==> src/rtl/hazard_ctrl.sv <==
// Hazard and exception controller for the 5-stage MIPS pipeline: stalls, flushes, forward selects, PC redirect.
// Define HAZARD_PERF_CNT_EN to add per-cause 32-bit performance counters.
module hazard_ctrl #(
    parameter int          AW        = 5,
    parameter logic [31:0] RESET_VEC = 32'hBFC00000,
    parameter logic [31:0] EXC_VEC   = 32'hBFC00380,
    parameter logic [31:0] ERET_CODE = 32'h0000000E
) (
    input  logic          clk,
    input  logic          resetn,
    input  logic [AW-1:0] rsD,
    input  logic [AW-1:0] rtD,
    input  logic          branchD,
    input  logic          jrD,
    input  logic [AW-1:0] rsE,
    input  logic [AW-1:0] rtE,
    input  logic [AW-1:0] writeregE,
    input  logic          regwriteE,
    input  logic          memtoregE,
    input  logic          longopE,
    input  logic          longop_ready,
    input  logic [AW-1:0] writeregM,
    input  logic [AW-1:0] writeregW,
    input  logic          regwriteM,
    input  logic          memtoregM,
    input  logic          regwriteW,
    input  logic          inst_stall,
    input  logic          data_stall,
    input  logic [31:0]   excepttype,
    input  logic [31:0]   epc,
    output logic          stallF,
    output logic          stallD,
    output logic          stallE,
    output logic          stallM,
    output logic          stallW,
    output logic          flushF,
    output logic          flushD,
    output logic          flushE,
    output logic          flushM,
    output logic          flushW,
    output logic [1:0]    forwardaD,
    output logic [1:0]    forwardbD,
    output logic [1:0]    forwardaE,
    output logic [1:0]    forwardbE,
    output logic          pc_redirect,
    output logic [31:0]   newpc
`ifdef HAZARD_PERF_CNT_EN
    ,
    output logic [31:0]   perf_lwstall,
    output logic [31:0]   perf_longstall,
    output logic [31:0]   perf_memstall,
    output logic [31:0]   perf_exc
`endif
);

    typedef enum logic [1:0] {
        ST_IDLE  = 2'b00,
        ST_PEND  = 2'b01,
        ST_BLANK = 2'b10
    } state_e;

    localparam logic [AW-1:0] ZERO_REG = {AW{1'b0}};

    state_e      state_q, state_d;
    logic [31:0] code_q, code_d;
    logic [31:0] epc_q, epc_d;

    logic        exc_raw_s, exc_now_s, exc_rel_s, exc_fire_s;
    logic        mem_tier_s, longstall_s, lwstall_s, brstall_s;
    logic [31:0] target_s;
    logic [4:0]  stall_s, flush_s;
    logic [1:0]  fad_s, fbd_s, fae_s, fbe_s;
    logic        redirect_s;
    logic [31:0] newpc_s;

    function automatic logic [1:0] fwd_sel(
        input logic [AW-1:0] src,
        input logic [AW-1:0] wreg_m,
        input logic          rw_m,
        input logic [AW-1:0] wreg_w,
        input logic          rw_w
    );
        logic [1:0] sel;
        if (src != ZERO_REG && src == wreg_m && rw_m) begin
            sel = 2'b10;
        end else if (src != ZERO_REG && src == wreg_w && rw_w) begin
            sel = 2'b01;
        end else begin
            sel = 2'b00;
        end
        return sel;
    endfunction

    function automatic logic reg_hit(
        input logic [AW-1:0] dst,
        input logic [AW-1:0] src_a,
        input logic [AW-1:0] src_b
    );
        return (dst != ZERO_REG) && (dst == src_a || dst == src_b);
    endfunction

    function automatic logic [31:0] exc_target(input logic [31:0] code, input logic [31:0] pc_epc);
        return (code == ERET_CODE) ? pc_epc : EXC_VEC;
    endfunction

    // Exceptions only act from IDLE; BLANK ignores the stale M-stage code and PEND uses the captured one
    assign exc_raw_s  = (state_q == ST_IDLE) && (excepttype != 32'h0000_0000);
    assign exc_now_s  = exc_raw_s && !data_stall;
    assign exc_rel_s  = (state_q == ST_PEND) && !data_stall;
    assign exc_fire_s = exc_now_s || exc_rel_s;
    assign target_s   = exc_rel_s ? exc_target(code_q, epc_q) : exc_target(excepttype, epc);

    assign mem_tier_s  = inst_stall || data_stall || (state_q == ST_PEND);
    assign longstall_s = longopE && !longop_ready;
    assign lwstall_s   = memtoregE && reg_hit(writeregE, rsD, rtD);
    assign brstall_s   = (branchD || jrD) &&
                         ((regwriteE && reg_hit(writeregE, rsD, rtD)) ||
                          (memtoregM && reg_hit(writeregM, rsD, rtD)));

    // Exception FSM next-state and capture of a deferred exception
    always_comb begin
        state_d = state_q;
        code_d  = code_q;
        epc_d   = epc_q;
        case (state_q)
            ST_IDLE: begin
                if (exc_raw_s && data_stall) begin
                    state_d = ST_PEND;
                    code_d  = excepttype;
                    epc_d   = epc;
                end else if (exc_raw_s) begin
                    state_d = ST_BLANK;
                end else begin
                    state_d = ST_IDLE;
                end
            end
            ST_PEND: begin
                if (!data_stall) begin
                    state_d = ST_BLANK;
                end else begin
                    state_d = ST_PEND;
                end
            end
            ST_BLANK: state_d = ST_IDLE;
            default:  state_d = ST_IDLE;
        endcase
    end

    // Exception FSM state and captured code/epc registers
    always_ff @(posedge clk or negedge resetn) begin
        if (!resetn) begin
            state_q <= ST_IDLE;
            code_q  <= 32'h0000_0000;
            epc_q   <= 32'h0000_0000;
        end else begin
            state_q <= state_d;
            code_q  <= code_d;
            epc_q   <= epc_d;
        end
    end

    // Prioritised stall/flush/redirect and forward selects, all forced quiet while reset is asserted
    always_comb begin
        stall_s    = 5'b00000;
        flush_s    = 5'b00000;
        redirect_s = 1'b0;
        newpc_s    = RESET_VEC;
        fad_s      = 2'b00;
        fbd_s      = 2'b00;
        fae_s      = 2'b00;
        fbe_s      = 2'b00;
        if (!resetn) begin
            stall_s = 5'b00000;
        end else begin
            fad_s = fwd_sel(rsD, writeregM, regwriteM, writeregW, regwriteW);
            fbd_s = fwd_sel(rtD, writeregM, regwriteM, writeregW, regwriteW);
            fae_s = fwd_sel(rsE, writeregM, regwriteM, writeregW, regwriteW);
            fbe_s = fwd_sel(rtE, writeregM, regwriteM, writeregW, regwriteW);
            if (exc_fire_s) begin
                flush_s    = 5'b11111;
                redirect_s = 1'b1;
                newpc_s    = target_s;
            end else if (mem_tier_s) begin
                stall_s = 5'b11111;
            end else if (longstall_s) begin
                stall_s = 5'b11100;
                flush_s = 5'b00010;
            end else if (lwstall_s || brstall_s) begin
                stall_s = 5'b11000;
                flush_s = 5'b00100;
            end else begin
                stall_s = 5'b00000;
            end
        end
    end

    assign {stallF, stallD, stallE, stallM, stallW} = stall_s;
    assign {flushF, flushD, flushE, flushM, flushW} = flush_s;
    assign forwardaD   = fad_s;
    assign forwardbD   = fbd_s;
    assign forwardaE   = fae_s;
    assign forwardbE   = fbe_s;
    assign pc_redirect = redirect_s;
    assign newpc       = newpc_s;

`ifdef HAZARD_PERF_CNT_EN
    logic [31:0] perf_lw_q, perf_long_q, perf_mem_q, perf_exc_q;
    logic        win_mem_s, win_long_s, win_lw_s;

    assign win_mem_s  = !exc_fire_s && mem_tier_s;
    assign win_long_s = !exc_fire_s && !mem_tier_s && longstall_s;
    assign win_lw_s   = !exc_fire_s && !mem_tier_s && !longstall_s && (lwstall_s || brstall_s);

    // Per-cause counters advance only when their cause wins priority; they wrap freely
    always_ff @(posedge clk or negedge resetn) begin
        if (!resetn) begin
            perf_lw_q   <= 32'h0000_0000;
            perf_long_q <= 32'h0000_0000;
            perf_mem_q  <= 32'h0000_0000;
            perf_exc_q  <= 32'h0000_0000;
        end else begin
            perf_lw_q   <= perf_lw_q   + {31'h0000_0000, win_lw_s};
            perf_long_q <= perf_long_q + {31'h0000_0000, win_long_s};
            perf_mem_q  <= perf_mem_q  + {31'h0000_0000, win_mem_s};
            perf_exc_q  <= perf_exc_q  + {31'h0000_0000, exc_fire_s};
        end
    end

    assign perf_lwstall   = perf_lw_q;
    assign perf_longstall = perf_long_q;
    assign perf_memstall  = perf_mem_q;
    assign perf_exc       = perf_exc_q;
`endif

endmodule

==> config.mk <==
export PLATFORM = sky130hd
export DESIGN_NAME = hazard_ctrl
export DESIGN_NICKNAME = d
export VERILOG_FILES = /design/src/rtl/hazard_ctrl.sv
export SDC_FILE = /design/constraint.sdc
export NUM_CORES = 1
export LEC_CHECK = 0
export ABC_AREA = 1
export ABC_CLOCK_PERIOD_IN_PS = 1700
export BUFFER_PORTS_ARGS = -buffer_cell sky130_fd_sc_hd__buf_2
export CORE_ASPECT_RATIO = 0.9
export CORE_UTILIZATION = 44
export CTS_BUF_LIST = sky130_fd_sc_hd__clkbuf_16
export DETAILED_ROUTE_END_ITERATION = 10
export GPL_ROUTABILITY_DRIVEN = 1
export PLACE_DENSITY = 0.76
export SYNTH_ARGS = -nofsm -noshare
export SYNTH_HDL_FRONTEND = slang
export SYNTH_SLANG_ARGS = --single-unit
==> constraint.sdc <==
create_clock -name clk -period 1.7 [get_ports clk]
set_input_delay 0.255 -clock clk [delete_from_list [all_inputs] [get_ports clk]]
set_output_delay 0.255 -clock clk [all_outputs]
set_load 0.01 [all_outputs]
==> results of run 1 <==
==> placed cells by master (no fill, tap or decap), types with 3 or more instances in the layout <==
master,count
nand2_2,45
inv_2,12
nand3_1,27
nor2_1,63
nand2_1,129
o21ai_0,11
xnor2_1,7
nand3_4,3
xor2_1,5
o21a_1,5
clkbuf_16,11
buf_2,140
o22ai_1,7
nand4_1,20
a211oi_1,3
nor3_1,11
nand2_4,4
a21oi_1,6
nand3_2,9
buf_4,88
dfrtp_1,66
o21ai_1,14
inv_1,111
buf_6,25
clkinvlp_4,3
o21ai_2,67
nor2_4,4
nor2_2,20
buf_12,12
==> power groups by stage <==
stage	Sequential [mW]	Combinational (mW)	Clock, mW
4_1_cts	2.80	3.76	1.85
5_1_grt	2.93	4.42	1.93
3_5_place_dp	2.78	3.42	0
6_report	2.84	4.06	1.82
2_1_floorplan	2.71	2.45	0
3_3_place_gp	2.74	3.34	0
==> per-layer routing <==
layer / up-vias / share of wire
met1: 2466 / 0.44
li1: 2704 / -
met2: 221 / 0.48
met5: - / 0
met4: 0 / 0.020
met3: 27 / 0.063
==> logic make-up after synthesis <==
family,Yosys count,share of synthesized area
DFF,66,0.3321
buffers and inverters,158,0.1567
AOI/OAI and AO/OA,121,0.1733
and+or+nand+nor,344,0.3167
xor gates and xnor gates,12,0.02113
==> worst paths after layout <==
kind / startpoint / end / slack [ns] / cells past startpoint
min in group clk: excepttype[26] / code_q[26] / 0.17 / 3
max reg2reg: state_q[0] / code_q[12] / 0.18 / 5
max: code_q[21] / newpc[6] / -0.57 / 12
max in group asynchronous: resetn / epc_q[31] / 0.99 / 3
min reg2reg: code_q[4] / code_q[4] / 0.48 / 2
min: resetn / code_q[2] / 0.12 / 3
==> area by class of cell <==
class / count / area (um2)
clock buffers: 9 / 225.2
clock inverters: 7 / 70.07
fillers: 884 / 3477
inverters: 124 / 473.0
multi-input cells: 477 / 2811
flip-flops and latches: 66 / 1652
well taps: 152 / 190.2
repair buffers: 270 / 1986
repair inverters: 1 / 16.27
==> flip-flops by register name, summed over array words and instances (netlist names) <==
signal and count:
code_q 32, epc_q 32, state_q 2
==> what timing repair did <==
item                                    4_1_cts  5_1_grt
setup buffers                                 6        7
endpoints found under the setup margin       44       45
cloned                                        2        2
hold endpoints to repair                      3        0
hold buffers                                  1        0
gates resized for setup                      56       67
pin swaps                                    14       35
==> critical path: stages (launching register included) <==
cell and delay [ns]:
dfrtp_1 0.38, nor2_1 0.13, nand2_1 0.07, nor2_1 0.14, nand2_1 0.08, nor2_2 0.12
buf_6 0.16, clkbuf_16 0.17, nand3_1 0.07, o21ai_1 0.07, inv_1 0.04, nor2_1 0.11
buf_2 0.15
==> per-stage QoR <==
| stage | instances | util |
|---|---|---|
| 4_1_cts | 1097 | 0.6470 |
| 6_report | 1106 | 0.6810 |
| 5_1_grt | 1106 | 0.6810 |
| 3_3_place_gp | 1072 | 0.5937 |
| 3_5_place_dp | 1072 | 0.5937 |
| 2_1_floorplan | 701 | - |
==> impl_metrics.py, run 1 <==
metrics = {
    "outcome": {
        "status": "finished, violations left",
        "violations": "setup timing",
    },
    "timing": {
        "rsz0062_at_grt": "true",
        "finalCritPeriodShare": 1.334,
        "min_period_ns": 2.268,
        "hold_viol": 0,
        "worstMarginPinSlew_ns": 0.7025,
        "finalSetupViolCount": 43,
        "holdWs_ns": 0.1210,
        "tns_ns": -17.99,
        "timing.fmax_mhz": 440.9,
        "setup_slack_ns": -0.5680,
        "drv_slew": 0,
        "fin_skew_ns": 0.003814,
        "slew_headroom": 0.5316,
    },
    "grt": {
        "grt_max_degree": 56,
        "grt_pass1_wl_um": 22350,
        "met1_usage": 0.3148,
        "antenna_found_initial": 0,
        "grt_pass1_vias": 4875,
        "met2_usage": 0.4205,
        "top_usage_layer": "met2",
        "grtUsageTotal": 0.2421,
        "grt_util_met3": 0.03057,
        "overflow": 0,
    },
    "critical_path": {
        "crit_fanout": 10,
        "start_kind": "flop",
        "worstSetupEndpointType": "output pin",
        "cp_data_arrival_time_ns": 2.01,
        "crit_required_ns": 1.44,
        "path_class": "reg -> out",
    },
    "cts": {
        "cts.sinks": 66,
        "clk_pin_slew_ns": 0.06,
        "cts-root-buf": "clkbuf_16",
        "cts_buffer_depth": 2,
        "tritoncts": "built",
        "cts_buffers": 9,
        "cts.htree.levels": 3,
        "clk-insertion-delay-late_ns": 0.33,
    },
    "routing": {
        "wl_per_cell_um": 13.36,
        "drc": 0,
        "vias": 5418,
        "detail-route-antenna-nets": 0,
        "first_pass_iters": 5,
        "routed_wl_um": 14770,
        "first_iter_violations": 430,
        "vias_per_cell": 4.899,
    },
    "floorplanning": {
        "die_h_um": 102.9,
        "die_w_um": 114.1,
        "rows": 36,
        "dieArea_um2": 11730,
        "core_area_um2": 10900,
        "start_util": 0.4563,
        "io_pins": 163,
    },
    "power_and_ir_drop": {
        "p_int_mw": 5.425,
        "fin_total_pwr_mw": 8.724,
        "power_density_nw_per_um2": 1175,
        "power_switching_share": 0.3782,
        "combPwrFrac": 0.465,
        "leakage_nw": 3.880,
        "pwr-share-seq": 0.326,
        "peakVddDrop_mv": 0.6901,
        "pwr-share-clk": 0.209,
        "switchingPower_mw": 3.299,
    },
    "yosys": {
        "syn-num-nets": 813,
        "synthCells": 701,
        "synth_edf_count": 0,
        "syn_area_um2": 4974,
        "synthArstFlopShare": 1.000,
        "yosys_register_bits": 66,
        "yosys.cell_types.count": 37,
        "yosys-top-cells-count": "nand2_1 (137), inv_1 (116), nor2_1 (82)",
        "synth_top_area_frac": 0.3321,
        "synth_seq_area_share": 0.3321,
        "ys.flop_type": "dfrtp_1",
        "synthTopCellsByArea": "dfrtp_1 (33%), nand2_1 (10%), o21ai_2 (9.7%)",
        "yosysTopAreaCell": "dfrtp_1",
        "synth_area_per_cell_um2": 7.095,
        "yosysWarnings": 0,
        "yosysMostFrequentCell": "nand2_1",
    },
    "layout": {
        "drive_above_1_share": 0.4801,
        "layout-area-overhead-vs-synth_pct": 49.26,
        "final_area_um2": 7423,
        "antennaDiodeCount": 0,
        "nNetsFinal": 1061,
    },
    "place": {
        "place.port_buffers": 162,
        "placed_cell_area_um2": 6471,
        "dp_hpwl_um": 10170,
        "dp_worst_setup_slack_ns": -0.1645,
        "gp_congestion": 0.9353,
    },
    "flow_run": {
        "drv_cap": 0,
    },
    "worst_hold_path": {
        "hp-class": "in -> async",
    },
}
Note: power is estimated with default switching activity, not from simulation.
==> run 2: changes to the inputs <==
==> config.mk (replaced) <==
export PLATFORM = sky130hd
export DESIGN_NAME = hazard_ctrl
export DESIGN_NICKNAME = d
export VERILOG_FILES = /design/src/rtl/hazard_ctrl.sv
export SDC_FILE = /design/constraint.sdc
export NUM_CORES = 1
export LEC_CHECK = 0
export ABC_AREA = 1
export ABC_CLOCK_PERIOD_IN_PS = 1900
export CORE_ASPECT_RATIO = 0.9
export CORE_UTILIZATION = 44
export CTS_BUF_LIST = sky130_fd_sc_hd__clkbuf_16
export DETAILED_ROUTE_END_ITERATION = 10
export DONT_BUFFER_PORTS = 1
export GPL_ROUTABILITY_DRIVEN = 1
export MAX_ROUTING_LAYER = met4
export PLACE_DENSITY = 0.66
export SYNTH_ARGS = -nofsm -noshare
export SYNTH_HDL_FRONTEND = slang
export SYNTH_SLANG_ARGS = --single-unit
==> constraint.sdc (replaced) <==
create_clock -name clk -period 1.9 [get_ports clk]
set_input_delay 0.285 -clock clk [delete_from_list [all_inputs] [get_ports clk]]
set_output_delay 0.285 -clock clk [all_outputs]
set_load 0.01 [all_outputs]
==> impl_metrics.py, run 2 (synthesized netlist as in run 1, its figures left out) <==
metrics = {
    "power_and_ir_drop": {
        "peakVddDrop_mv": 0.9008,
        "combPwrFrac": 0.385,
        "switchingPower_mw": 2.719,
        "pwr-share-seq": 0.359,
        "pwr-share-clk": 0.256,
        "power_switching_share": 0.3831,
        "p_int_mw": 4.379,
        "leakage_nw": 2.815,
        "fin_total_pwr_mw": 7.098,
        "power_density_nw_per_um2": 1170,
    },
    "critical_path": {
        "start_kind": "flop",
        "reg2reg_from": "state_q[1]",
        "worstSetupEndpointType": "output pin",
        "setup.worst_path.start": "code_q[18]",
        "cp_data_arrival_time_ns": 1.82,
        "path_class": "reg -> out",
        "crit_fanout": 6,
        "crit_required_ns": 1.62,
    },
    "routing": {
        "vias_per_cell": 5.215,
        "routed_wl_um": 13500,
        "first_iter_violations": 321,
        "first_pass_iters": 8,
        "wl_per_cell_um": 15.45,
        "drc": 0,
        "vias": 4558,
        "detail-route-antenna-nets": 0,
    },
    "layout": {
        "layout-area-overhead-vs-synth_pct": 21.94,
        "antennaDiodeCount": 0,
        "reg.largest.list": "code_q (32), epc_q (32), state_q (2)",
        "drive_above_1_share": 0.3296,
        "final_cell_mix": "nand2_1 (128), inv_1 (113), o21ai_2 (66), dfrtp_1 (66), nor2_1 (52)",
        "nNetsFinal": 829,
        "n_fill_cell": 1014,
        "layout_commonest_cell": "nand2_1",
    },
    "timing": {
        "rsz0062_at_grt": "true",
        "setup_slack_ns": -0.2054,
        "slew_headroom": 0.7446,
        "finalCritPeriodShare": 1.108,
        "drv_slew": 0,
        "fin_skew_ns": 0.007400,
        "worstMarginPinSlew_ns": 0.3823,
        "timing.fmax_mhz": 475.0,
        "min_period_ns": 2.105,
        "finalSetupViolCount": 32,
        "hold_viol": 0,
    },
    "grt": {
        "grt_pass1_vias": 4159,
        "overflow": 0,
        "grtUsageTotal": 0.2343,
        "grt_max_degree": 67,
        "antenna_found_initial": 0,
        "grt_pass1_wl_um": 20680,
    },
    "floorplanning": {
        "die_h_um": 102.9,
        "io_pins": 163,
        "die_w_um": 114.1,
        "start_util": 0.4563,
        "rows": 36,
        "core_area_um2": 10900,
        "dieArea_um2": 11730,
    },
    "cts": {
        "cts_buffer_depth": 2,
        "clk-insertion-delay-late_ns": 0.33,
        "cts_buffers": 9,
        "clk_pin_slew_ns": 0.06,
        "tritoncts": "built",
        "cts-root-buf": "clkbuf_16",
        "cts.htree.levels": 3,
        "cts.sinks": 66,
    },
    "outcome": {
        "status": "finished, violations left",
        "violations": "setup timing",
    },
    "place": {
        "dp_worst_setup_slack_ns": -0.02449,
        "gp_congestion": 0.9270,
        "place.port_buffers": 0,
        "dp_hpwl_um": 9396,
    },
    "worst_hold_path": {
        "min-delay-start": "excepttype[19]",
        "hp-class": "in -> reg",
    },
    "flow_run": {
        "drv_cap": 0,
    },
}
## run 2: per-layer routing
layer  part of all wire  global-route usage  vias up
met1               0.44              0.3035     2136
met2               0.48              0.3674      162
met5                  0                   -        -
met3              0.064             0.05409       27
met4              0.017             0.06893        0
li1                   -                   -     2233
## run 2: repair_timing
item | CTS | global route
endpoints found under the hold margin | 66 | 0
resized for setup | 78 | 46
pin swaps | 12 | 15
setup buffers | 6 | 3
setup endpoints to repair | 41 | 43
gates cloned | 5 | 1
hold buffers | 2 | 0
## run 2: metrics by stage
step	TNS (ns)	instance area (um2)	hold slack, ns	util	instances
after floorplan	0	4974	-0.01059	-	701
after global placement	0	5090	-0.009222	0.4669	841
after detailed placement	-0.04091	5090	-0.009683	0.4669	841
after CTS	-5.977	5797	0.07632	0.5318	870
after global routing	-9.776	6065	0.08169	0.5564	874
final	-5.480	6065	0.08157	0.5564	874
## run 2: power groups by stage
| stage | Sequential (mW) | Combinational (mW) | Clock, mW |
|---|---|---|---|
| global route | 2.63 | 3.04 | 1.92 |
| CTS | 2.52 | 2.64 | 1.86 |
| global placement | 2.48 | 2.31 | 0 |
| finish | 2.55 | 2.73 | 1.81 |
| floorplan | 2.42 | 2.19 | 0 |
| detailed placement | 2.51 | 2.38 | 0 |
## run 2: critical path: stages (launching register included)
cell	delay [ns]
dfrtp_1	0.39
nor2_2	0.11
nand2_1	0.06
nor2_1	0.10
nand2_1	0.09
nor2_4	0.10
buf_12	0.15
clkbuf_16	0.15
nand3_1	0.07
o21a_1	0.12
nor2_2	0.15
## run 2: final timing paths
check	endpoint	slack (ns)	cells past startpoint
max in group asynchronous	code_q[1]	1.11	2
worst min-delay path	code_q[19]	0.08	2
worst min register to register	code_q[3]	0.48	2
min in group asynchronous	epc_q[18]	0.48	2
worst max-delay path	newpc[18]	-0.21	10
worst max register to register	code_q[13]	0.48	5
## run 2: cell type report
class / instances / area [um2] / area share
clock buffer: 9 / 225.2 / 0.03714
clock inverter: 7 / 100.1 / 0.01651
inverter: 124 / 473.0 / 0.07799
multi-input combinational: 479 / 2945 / 0.4857
sequential: 66 / 1652 / 0.2723
tap: 152 / 190.2 / 0.03136
timing repair buffer: 36 / 473.0 / 0.07799
timing repair inverter: 1 / 6.256 / 0.001032
==> run 3: changes to the inputs <==
--- a/config.mk
+++ b/config.mk
@@ -13,8 +13,11 @@
 export DETAILED_ROUTE_END_ITERATION = 10
 export DONT_BUFFER_PORTS = 1
 export GPL_ROUTABILITY_DRIVEN = 1
+export GPL_TIMING_DRIVEN = 0
 export MAX_ROUTING_LAYER = met4
 export PLACE_DENSITY = 0.66
+export REMOVE_ABC_BUFFERS = 1
+export SKIP_LAST_GASP = 1
 export SYNTH_ARGS = -nofsm -noshare
 export SYNTH_HDL_FRONTEND = slang
 export SYNTH_SLANG_ARGS = --single-unit
==> impl_metrics.py, run 3 (synthesized netlist as in run 1, its figures left out) <==
metrics = {
    "timing": {
        "hold_viol": 0,
        "min_period_ns": 2.131,
        "rsz0062_at_grt": "true",
        "worstMarginPinSlew_ns": 0.4639,
        "fin_skew_ns": 0.007087,
        "finalCritPeriodShare": 1.122,
        "setup_slack_ns": -0.2310,
        "timing.fmax_mhz": 469.3,
        "drv_slew": 0,
        "slew_headroom": 0.6904,
        "finalSetupViolCount": 32,
    },
    "critical_path": {
        "setup.worst_path.start": "state_q[1]",
        "max_stage_delay_ns": 0.39,
        "start_kind": "flop",
        "r2r-end": "code_q[1]",
        "crit_required_ns": 1.62,
        "cp_data_arrival_time_ns": 1.85,
        "cp_common_cell": "nor2_4",
        "reg2reg_from": "state_q[1]",
        "worstRegToRegCells": 6,
        "worstSetupEndpointType": "output pin",
        "path_class": "reg -> out",
        "crit_slowest_cell": "dfrtp_1",
        "crit_chain": "inv_2 > nand2_2 > nor2_4 > inv_8 > nor2_4 > buf_12 > buf_8 > nand3_1 > o21ai_1 > inv_1 > nor2_2",
        "regToRegSetupSlack_ns": 0.12,
        "crit_fanout": 7,
    },
    "place": {
        "dp_hpwl_um": 9144,
        "place.port_buffers": 0,
        "gp_congestion": 0.8634,
    },
    "grt": {
        "grt_max_degree": 67,
        "grt_pass1_wl_um": 21200,
        "grt_pass1_vias": 4265,
        "antenna_found_initial": 0,
        "grtUsageTotal": 0.2396,
        "overflow": 0,
    },
    "worst_hold_path": {
        "holdPathStages": 2,
        "min-delay-start": "epc[12]",
        "hp-class": "in -> reg",
        "min_to": "epc_q[12]",
    },
    "routing": {
        "detail-route-antenna-nets": 0,
        "routed_wl_um": 14350,
        "drc": 0,
        "wl_per_cell_um": 16.49,
        "vias_per_cell": 5.341,
        "vias": 4647,
        "first_iter_violations": 317,
        "first_pass_iters": 5,
    },
    "layout": {
        "nNetsFinal": 825,
        "reg.largest.list": "code_q (32), epc_q (32), state_q (2)",
        "drive_above_1_share": 0.3078,
        "layout_commonest_cell": "nand2_1",
        "fin_util": 0.5416,
        "antennaDiodeCount": 0,
        "register_area_um2": 1652,
        "multi_input_area_um2": 2928,
        "n_fill_cell": 1053,
        "final_cell_mix": "nand2_1 (128), inv_1 (118), dfrtp_1 (66), o21ai_2 (61), nand2_2 (48)",
        "layout-area-overhead-vs-synth_pct": 18.69,
    },
    "flow_run": {
        "drv_cap": 0,
    },
    "floorplanning": {
        "io_pins": 163,
        "start_util": 0.4563,
        "rows": 36,
        "core_area_um2": 10900,
        "die_h_um": 102.9,
        "die_w_um": 114.1,
        "dieArea_um2": 11730,
    },
    "outcome": {
        "status": "finished, violations left",
        "violations": "setup timing",
    },
    "cts": {
        "clk-insertion-delay-late_ns": 0.33,
        "tritoncts": "built",
        "cts-root-buf": "clkbuf_16",
        "cts.sinks": 66,
        "cts_buffers": 9,
        "cts_buffer_depth": 2,
        "clk_pin_slew_ns": 0.06,
        "cts.htree.levels": 3,
    },
    "power_and_ir_drop": {
        "power_density_nw_per_um2": 1145,
        "leakage_nw": 2.801,
        "fin_total_pwr_mw": 6.758,
        "peakVddDrop_mv": 0.6976,
    },
}
run 3: cell count changes in the layout (fill, tap and decap cells not counted), sizes merged:
cell / before / now
buf: 34 / 26
nand2: 182 / 183
clkinv: 3 / 5
bufinv: 2 / 0
clkbuf: 10 / 11
nor2: 87 / 89
run 3: stage by stage:
| step | TNS, ns | cells | worst slack [ns] | hold WS, ns | area, um2 |
|---|---|---|---|---|---|
| after floorplan | -38.85 | 667 | -0.5423 | -0.01059 | 4659 |
| after global routing | -9.833 | 870 | -0.3669 | 0.08220 | 5903 |
| final | -5.700 | 870 | -0.2310 | 0.08971 | 5903 |
| after detailed placement | -28.85 | 822 | -0.8067 | -0.009680 | 4915 |
| after global placement | -95.49 | 819 | -1.527 | -0.009189 | 4850 |
| after CTS | -7.162 | 855 | -0.2661 | 0.07870 | 5549 |
run 3: layout make-up:
cell class | count | area share
multi-input cells | 482 | 0.4960
flip-flops and latches | 66 | 0.2798
inverters | 124 | 0.08224
repair buffers | 29 | 0.06507
clock buffers | 9 | 0.03815
well taps | 152 | 0.03222
clock inverters | 7 | 0.005087
repair inverters | 1 | 0.001484
run 3: worst max-delay path, delay by kind of cell (launching register included):
family | cells | cell delay, ns
compound gates | 1 | 0.09
simple gates | 5 | 0.58
flops | 1 | 0.39
buf+inv | 5 | 0.46
run 3: report_power, final:
group	total, mW	switching (mW)	internal, mW
Sequential	2.53	0.443	2.09
Clock	1.43	0.580	0.855
Combinational	2.79	1.69	1.10
Total	6.76	2.71	4.05
run 3: what timing repair did:
action,CTS,global route
gates resized for setup,64,46
endpoints found under the setup margin,43,70
buffers inserted,10,11
pin swaps,11,16
cloned,5,4
endpoints found under the hold margin,66,0
hold buffers,2,0
run 3: layer usage:
metal / vias to the layer above / track usage / routed length [um]
li1: 2245 / - / -
met2: 168 / 0.3786 / 6847
met5: - / - / 0
met1: 2219 / 0.3140 / 6334
met3: 15 / 0.04938 / 994
met4: 0 / 0.06394 / 168
run 3: how the worst max path moves through the flow:
stage | endpoint | slack [ns] | cells after the start
global placement | newpc[28] | -1.53 | 8
global route | newpc[14] | -0.37 | 11
CTS | newpc[14] | -0.27 | 10
detailed placement | newpc[8] | -0.81 | 8
finish | newpc[14] | -0.23 | 11
floorplan | newpc[22] | -0.54 | 8
